**src/rtl/mtr_drv_pkg.sv**
```systemverilog
// Shared types and helpers for the dual H-bridge PWM driver.
package mtr_drv_pkg;

  localparam int PWM_W  = 11;
  localparam int DEAD_W = 8;
  localparam logic [PWM_W-1:0] DUTY_MID = 11'h400;
  localparam logic signed [11:0] SPD_MAX = 12'sh3FF;
  localparam logic signed [11:0] SPD_MIN = 12'shC00;

  typedef logic [PWM_W-1:0] duty_t;

  // Clamp to the 11-bit signed range, then offset so zero speed is 50% duty.
  function automatic duty_t spd2duty(input logic signed [11:0] spd);
    logic signed [11:0] sat;
    if (spd > SPD_MAX)
      sat = SPD_MAX;
    else if (spd < SPD_MIN)
      sat = SPD_MIN;
    else
      sat = spd;
    return duty_t'(sat + 12'sh400);
  endfunction

endpackage

```
**src/rtl/mtr_drv_pwm_nonoverlap.sv**
```systemverilog
// Complementary gate generation with dead time for one half-bridge pair.
module nonoverlap
  import mtr_drv_pkg::*;
#(
  parameter int DEAD_TIME = 32
) (
  input  logic clk,
  input  logic rst_n,
  input  logic raw,
  input  logic gate_en,
  output logic hi,
  output logic lo
);

  logic              raw_q;
  logic [DEAD_W-1:0] dead_q, dead_d;
  logic              trans, ready;

  // dead_q counts low clocks already spent since the last raw edge or gate release.
  assign trans = raw ^ raw_q;
  assign ready = gate_en & ~trans & (dead_q == DEAD_W'(DEAD_TIME));
  assign hi    = ready & raw;
  assign lo    = ready & ~raw;

  always_comb begin
    dead_d = dead_q;
    if (!gate_en)
      dead_d = '0;
    else if (trans)
      dead_d = DEAD_W'(1);
    else if (dead_q != DEAD_W'(DEAD_TIME))
      dead_d = dead_q + DEAD_W'(1);
  end

  always_ff @(posedge clk or negedge rst_n) begin
    if (!rst_n) begin
      raw_q  <= 1'b0;
      dead_q <= '0;
    end else begin
      raw_q  <= raw;
      dead_q <= dead_d;
    end
  end

endmodule

```
**src/rtl/mtr_drv_pwm.sv**
```systemverilog
// Dual-motor PWM driver: period counter, duty shadows, dead-time gates and
// over-current shutdown.
module mtr_drv_pwm
  import mtr_drv_pkg::*;
#(
  parameter int DEAD_TIME   = 32,
  parameter int BLANK_CNT   = 128,
  parameter int OVR_PERIODS = 4
) (
  input  logic        clk,
  input  logic        rst_n,
  input  logic [11:0] lft_spd,
  input  logic [11:0] rght_spd,
  input  logic        drv_en,
  input  logic        ovr_i,
  input  logic        clr_shtdwn,
  output logic        lft_hi,
  output logic        lft_lo,
  output logic        rght_hi,
  output logic        rght_lo,
  output logic        period_strt,
  output logic        ovr_shtdwn
);

  duty_t       cnt_q, cnt_d;
  duty_t       lft_duty_q, rght_duty_q;
  logic        period_strt_q;
  logic        shtdwn_q, flag_q;
  logic [3:0]  consec_q, consec_d;
  logic        period_end, gate_en, qual;

  assign cnt_d      = cnt_q + 11'd1;
  assign period_end = (cnt_q == 11'h7FF);
  assign gate_en    = drv_en & ~shtdwn_q;
  assign qual       = ovr_i & (lft_hi | rght_hi) & (cnt_q >= PWM_W'(BLANK_CNT));
  assign consec_d   = (consec_q == 4'hF) ? consec_q : consec_q + 4'd1;

  // Duty shadows only move on the last count so a period is never split.
  always_ff @(posedge clk or negedge rst_n) begin
    if (!rst_n) begin
      cnt_q         <= '0;
      lft_duty_q    <= DUTY_MID;
      rght_duty_q   <= DUTY_MID;
      period_strt_q <= 1'b0;
    end else begin
      cnt_q         <= cnt_d;
      period_strt_q <= period_end;
      if (period_end) begin
        lft_duty_q  <= spd2duty(lft_spd);
        rght_duty_q <= spd2duty(rght_spd);
      end
    end
  end

  // A clear request outranks a pending shutdown in the same clock.
  always_ff @(posedge clk or negedge rst_n) begin
    if (!rst_n) begin
      shtdwn_q <= 1'b0;
      consec_q <= '0;
      flag_q   <= 1'b0;
    end else if (clr_shtdwn) begin
      shtdwn_q <= 1'b0;
      consec_q <= '0;
      flag_q   <= 1'b0;
    end else begin
      if (consec_q >= 4'(OVR_PERIODS))
        shtdwn_q <= 1'b1;
      if (period_end) begin
        consec_q <= (flag_q | qual) ? consec_d : 4'd0;
        flag_q   <= 1'b0;
      end else if (qual) begin
        flag_q <= 1'b1;
      end
    end
  end

  nonoverlap #(.DEAD_TIME(DEAD_TIME)) u_lft (
    .clk     (clk),
    .rst_n   (rst_n),
    .raw     (cnt_q < lft_duty_q),
    .gate_en (gate_en),
    .hi      (lft_hi),
    .lo      (lft_lo)
  );

  nonoverlap #(.DEAD_TIME(DEAD_TIME)) u_rght (
    .clk     (clk),
    .rst_n   (rst_n),
    .raw     (cnt_q < rght_duty_q),
    .gate_en (gate_en),
    .hi      (rght_hi),
    .lo      (rght_lo)
  );

  assign period_strt = period_strt_q;
  assign ovr_shtdwn  = shtdwn_q;

endmodule
```
**config.mk**
```make
export PLATFORM = sky130hd
export DESIGN_NAME = mtr_drv_pwm
export DESIGN_NICKNAME = d
export VERILOG_FILES = /design/src/rtl/mtr_drv_pkg.sv /design/src/rtl/mtr_drv_pwm_nonoverlap.sv /design/src/rtl/mtr_drv_pwm.sv
export SDC_FILE = /design/constraint.sdc
export NUM_CORES = 1
export LEC_CHECK = 0
export ABC_AREA = 1
export CORE_AREA = 5 5 97 99
export DETAILED_ROUTE_END_ITERATION = 6
export DIE_AREA = 0 0 102 104
export PLACE_DENSITY = 0.72
export SYNTH_ARGS = -nofsm -noshare
export SYNTH_HDL_FRONTEND = slang
export SYNTH_SLANG_ARGS = --single-unit
```
**constraint.sdc**
```tcl
create_clock -name clk -period 1.9 [get_ports clk]
set_clock_uncertainty 0.15 [all_clocks]
set_input_delay 0.38 -clock clk [delete_from_list [all_inputs] [get_ports clk]]
set_output_delay 0.38 -clock clk [all_outputs]
set_load 0.01 [all_outputs]
```
==> flow_summary.ini <==
[run_status]
status = complete, but fails checks
failed_checks = negative setup slack

[layout]
area.growth.synth_to_final_pct = 53.56
antenna-diode-count = 0
num-fill-cells = 704
postLayoutCoreUtil = 0.5953
nNetsFinal = 585
final_layout_size_suffix_gt1_frac = 0.3577

[yosys]
syn_area_um2 = 3282
yosys_warnings = 0
synth-seq-cells = 58
syn-instance-count = 405
synth_enable_flop_cells = 0
syn_area_per_cell_um2 = 8.103
synth.lib_cells_used.distinct = 30
postSynth.asyncResetShare = 1.000
ys_flop_type = sky130_fd_sc_hd__dfrtp_1
synth_seq_area_share = 0.4430
synth_fp_nets = 461

[place]
hpwl_um = 5685
pre_cts_ws_ns = -0.8032
port-buffer-count = 34
gpl.final_weighted_congestion = 0.8298

[setup_path]
reg2reg_to = consec_q[1]$_DFFE_PN0P_
critical_path.max_fanout = 3
worst_setup_path_start_kind = register
worstRegToRegCells = 14
worstReg2RegStart = rght_duty_q[10]$_DFFE_PN1P_
critPathRequiredTime_ns = 1.37
capturing_instance_or_port_of_the_critical_path = rght_hi
worst_setup_ep_type = output pin
critical_path.startpoint = rght_duty_q[10]$_DFFE_PN1P_
flop_to_flop_setup_slack_ns = -0.48
critPathKind = register to output pin
timing.critical_path.arrival_ns = 2.04

[power_and_ir_drop]
total_leakage_power_nw = 2.717
power.density_cell_area_nw_per_um2 = 525.8
vdd_ir_drop_max_mv = 0.3364

[floorplanning]
placementRows = 34
floorplan.die.width_um = 102
die_y_um = 104
die_footprint_um2 = 10610
initial_core_util = 0.3877
design.portCount = 35
core_area_um2 = 8466

[sta]
setup_violations = 41
hold-worst-slack_ns = 0.3364
min_period_ns = 2.571
setup_ws_ns = -0.6710
report.final.slew_viol_count = 0
final.period_utilization = 1.353
worst_pin_slew_ns = 0.6281
max_slew_margin = 0.5797
rsz0062_at_grt = yes
max_freq_mhz = 389.0
timing_hold_violations_final = 0

[detailed_routing]
drt-total-wl_um = 8347
drcViolationCount = 0
first_iter_violations = 67
drtPass1Iterations = 5
via_per_inst = 4.737
drtAntennaViolNets = 0
vias = 3041
avgRoutedWirePerCell_um = 13.00

[clocking]
tritoncts = done
cts_sinks = 58
worstSkewPairLatency_ns = 0.34
max-clock-path-buffers = 2
cts.htree.levels = 3
cts-buffers-inserted = 9
clock_tree.root_cell = sky130_fd_sc_hd__clkbuf_8
clkSlewWorstSetupHoldPaths_ns = 0.07

[run]
max_cap_viol_count = 0

[global_route]
groute.usage.overall = 0.1512
grt_first_pass_wirelength_um = 13090
first_global_vias = 3004
globalRouteOverflowTotal = 0
grt_antenna_before_repair = 0
maximum_number_of_pins_on_one_net_before_global_route_repair = 45

[min_path]
timing.hold.worst.start = lft_duty_q[10]$_DFFE_PN1P_
timing.hold.worst.class = register to register
-- Yosys cell counts (2+ instances only) --
cell type	n	share of area
sky130_fd_sc_hd__dfstp_2	2	0.016
sky130_fd_sc_hd__nand3_1	15	0.023
sky130_fd_sc_hd__ha_1	27	0.10
sky130_fd_sc_hd__a21oi_1	29	0.044
sky130_fd_sc_hd__o21ai_1	20	0.031
sky130_fd_sc_hd__nand4_1	4	0.0076
sky130_fd_sc_hd__nor3_1	8	0.012
sky130_fd_sc_hd__nand2_1	89	0.10
sky130_fd_sc_hd__nor2_1	41	0.047
sky130_fd_sc_hd__nor2_2	2	0.0038
sky130_fd_sc_hd__buf_2	3	0.0046
sky130_fd_sc_hd__nand2_2	3	0.0057
sky130_fd_sc_hd__inv_1	67	0.077
sky130_fd_sc_hd__xor2_1	15	0.040
sky130_fd_sc_hd__dfrtp_1	56	0.43
sky130_fd_sc_hd__o21ai_0	7	0.011
sky130_fd_sc_hd__xnor2_1	4	0.011
-- kinds of logic (layout without fill, tap and decap cells) --
kind of cell,Yosys count,count (layout),share of synthesized area
DFF,58,58,0.4430
and+or+nand+nor,169,169,0.2226
AOI/OAI and AO/OA,60,60,0.09684
buffers and inverters,72,201,0.08387
xor gates and xnor gates,19,19,0.05071
adders and majority gates,27,27,0.1029
-- how the worst min path moves through the flow --
stage,endpoint,slack (ns),cells after the start
4_1_cts,lft_duty_q[10]$_DFFE_PN1P_,0.34,2
3_5_place_dp,lft_duty_q[9]$_DFFE_PN0P_,0.25,1
6_report,lft_duty_q[10]$_DFFE_PN1P_,0.34,2
3_3_place_gp,lft_duty_q[9]$_DFFE_PN0P_,0.24,1
5_1_grt,lft_duty_q[10]$_DFFE_PN1P_,0.36,2
2_1_floorplan,cnt_q[0]$_DFF_PN0_,-0.07,0
-- power breakdown --
part	switching [mW]	internal, mW
clock	0.525	0.640
sequential	0.00616	1.25
combinational	0.114	0.120
total	0.645	2.01
-- layout by cell type (no fill, tap or decap), types with 13 or more instances in the layout --
cell type / count
sky130_fd_sc_hd__a21oi_1: 27
sky130_fd_sc_hd__dfrtp_1: 56
sky130_fd_sc_hd__buf_4: 69
sky130_fd_sc_hd__nor2_1: 23
sky130_fd_sc_hd__xor2_1: 15
sky130_fd_sc_hd__clkdlybuf4s50_1: 28
sky130_fd_sc_hd__nand2_2: 14
sky130_fd_sc_hd__ha_1: 23
sky130_fd_sc_hd__nand2_1: 64
sky130_fd_sc_hd__o21ai_1: 17
sky130_fd_sc_hd__inv_1: 58
sky130_fd_sc_hd__nand3_1: 13
-- metrics by stage --
stage / power (mW) / instance area, um2 / instances / TNS, ns
after floorplan: 1.348 / 3322 / 405 / -1.274
after global placement: 1.487 / 4320 / 611 / -7.749
after detailed placement: 1.493 / 4320 / 611 / -9.830
after CTS: 2.670 / 4691 / 632 / -7.783
after global routing: 2.743 / 5040 / 642 / -15.23
final: 2.650 / 5040 / 642 / -9.739
-- routing by layer --
layer	share of wire	vias up	wire length, um	global-route usage
li1	-	1535	-	-
met1	0.44	1431	3664	0.1991
met2	0.51	60	4227	0.2428
met3	0.034	15	283	0.03018
met4	0.021	0	172	0.05717
met5	0	-	0	0
-- registers in the layout, summed over array words and instances (netlist names) --
register and flops:
u_lft.dead_q 8, rght_duty_q 11, flag_q 1, period_strt 1, u_rght.raw_q 1, cnt_q 11, ovr_shtdwn 1, u_lft.raw_q 1
consec_q 4, u_rght.dead_q 8, lft_duty_q 11
-- repair_timing --
item                                   4_1_cts  5_1_grt
resized for setup                           62       56
endpoints found under the hold margin       15        0
hold buffers                                 1        0
setup endpoints to repair                   46       48
cloned                                       0        4
buffers inserted                             6        7
pin swaps                                   26       17
-- critical path: stages (launching register included) --
cell,delay [ns]
sky130_fd_sc_hd__dfstp_2,0.54
sky130_fd_sc_hd__inv_2,0.04
sky130_fd_sc_hd__ha_4,0.27
sky130_fd_sc_hd__nand2_4,0.06
sky130_fd_sc_hd__buf_4,0.13
sky130_fd_sc_hd__nor3_1,0.20
sky130_fd_sc_hd__nand3_1,0.12
sky130_fd_sc_hd__nand4_1,0.16
sky130_fd_sc_hd__inv_1,0.05
sky130_fd_sc_hd__buf_2,0.13
-- layout make-up --
class                   instances  area (um2)  share of cell area
multi-input cells             275        1923              0.3816
flip-flops and latches         58        1454              0.2885
repair buffers                117        1071              0.2125
inverters                      68       255.2             0.05065
clock buffers                  10       137.6             0.02731
well taps                     108       135.1             0.02681
clock inverters                 6       63.81             0.01266
Note: power is estimated with default switching activity, not from simulation.
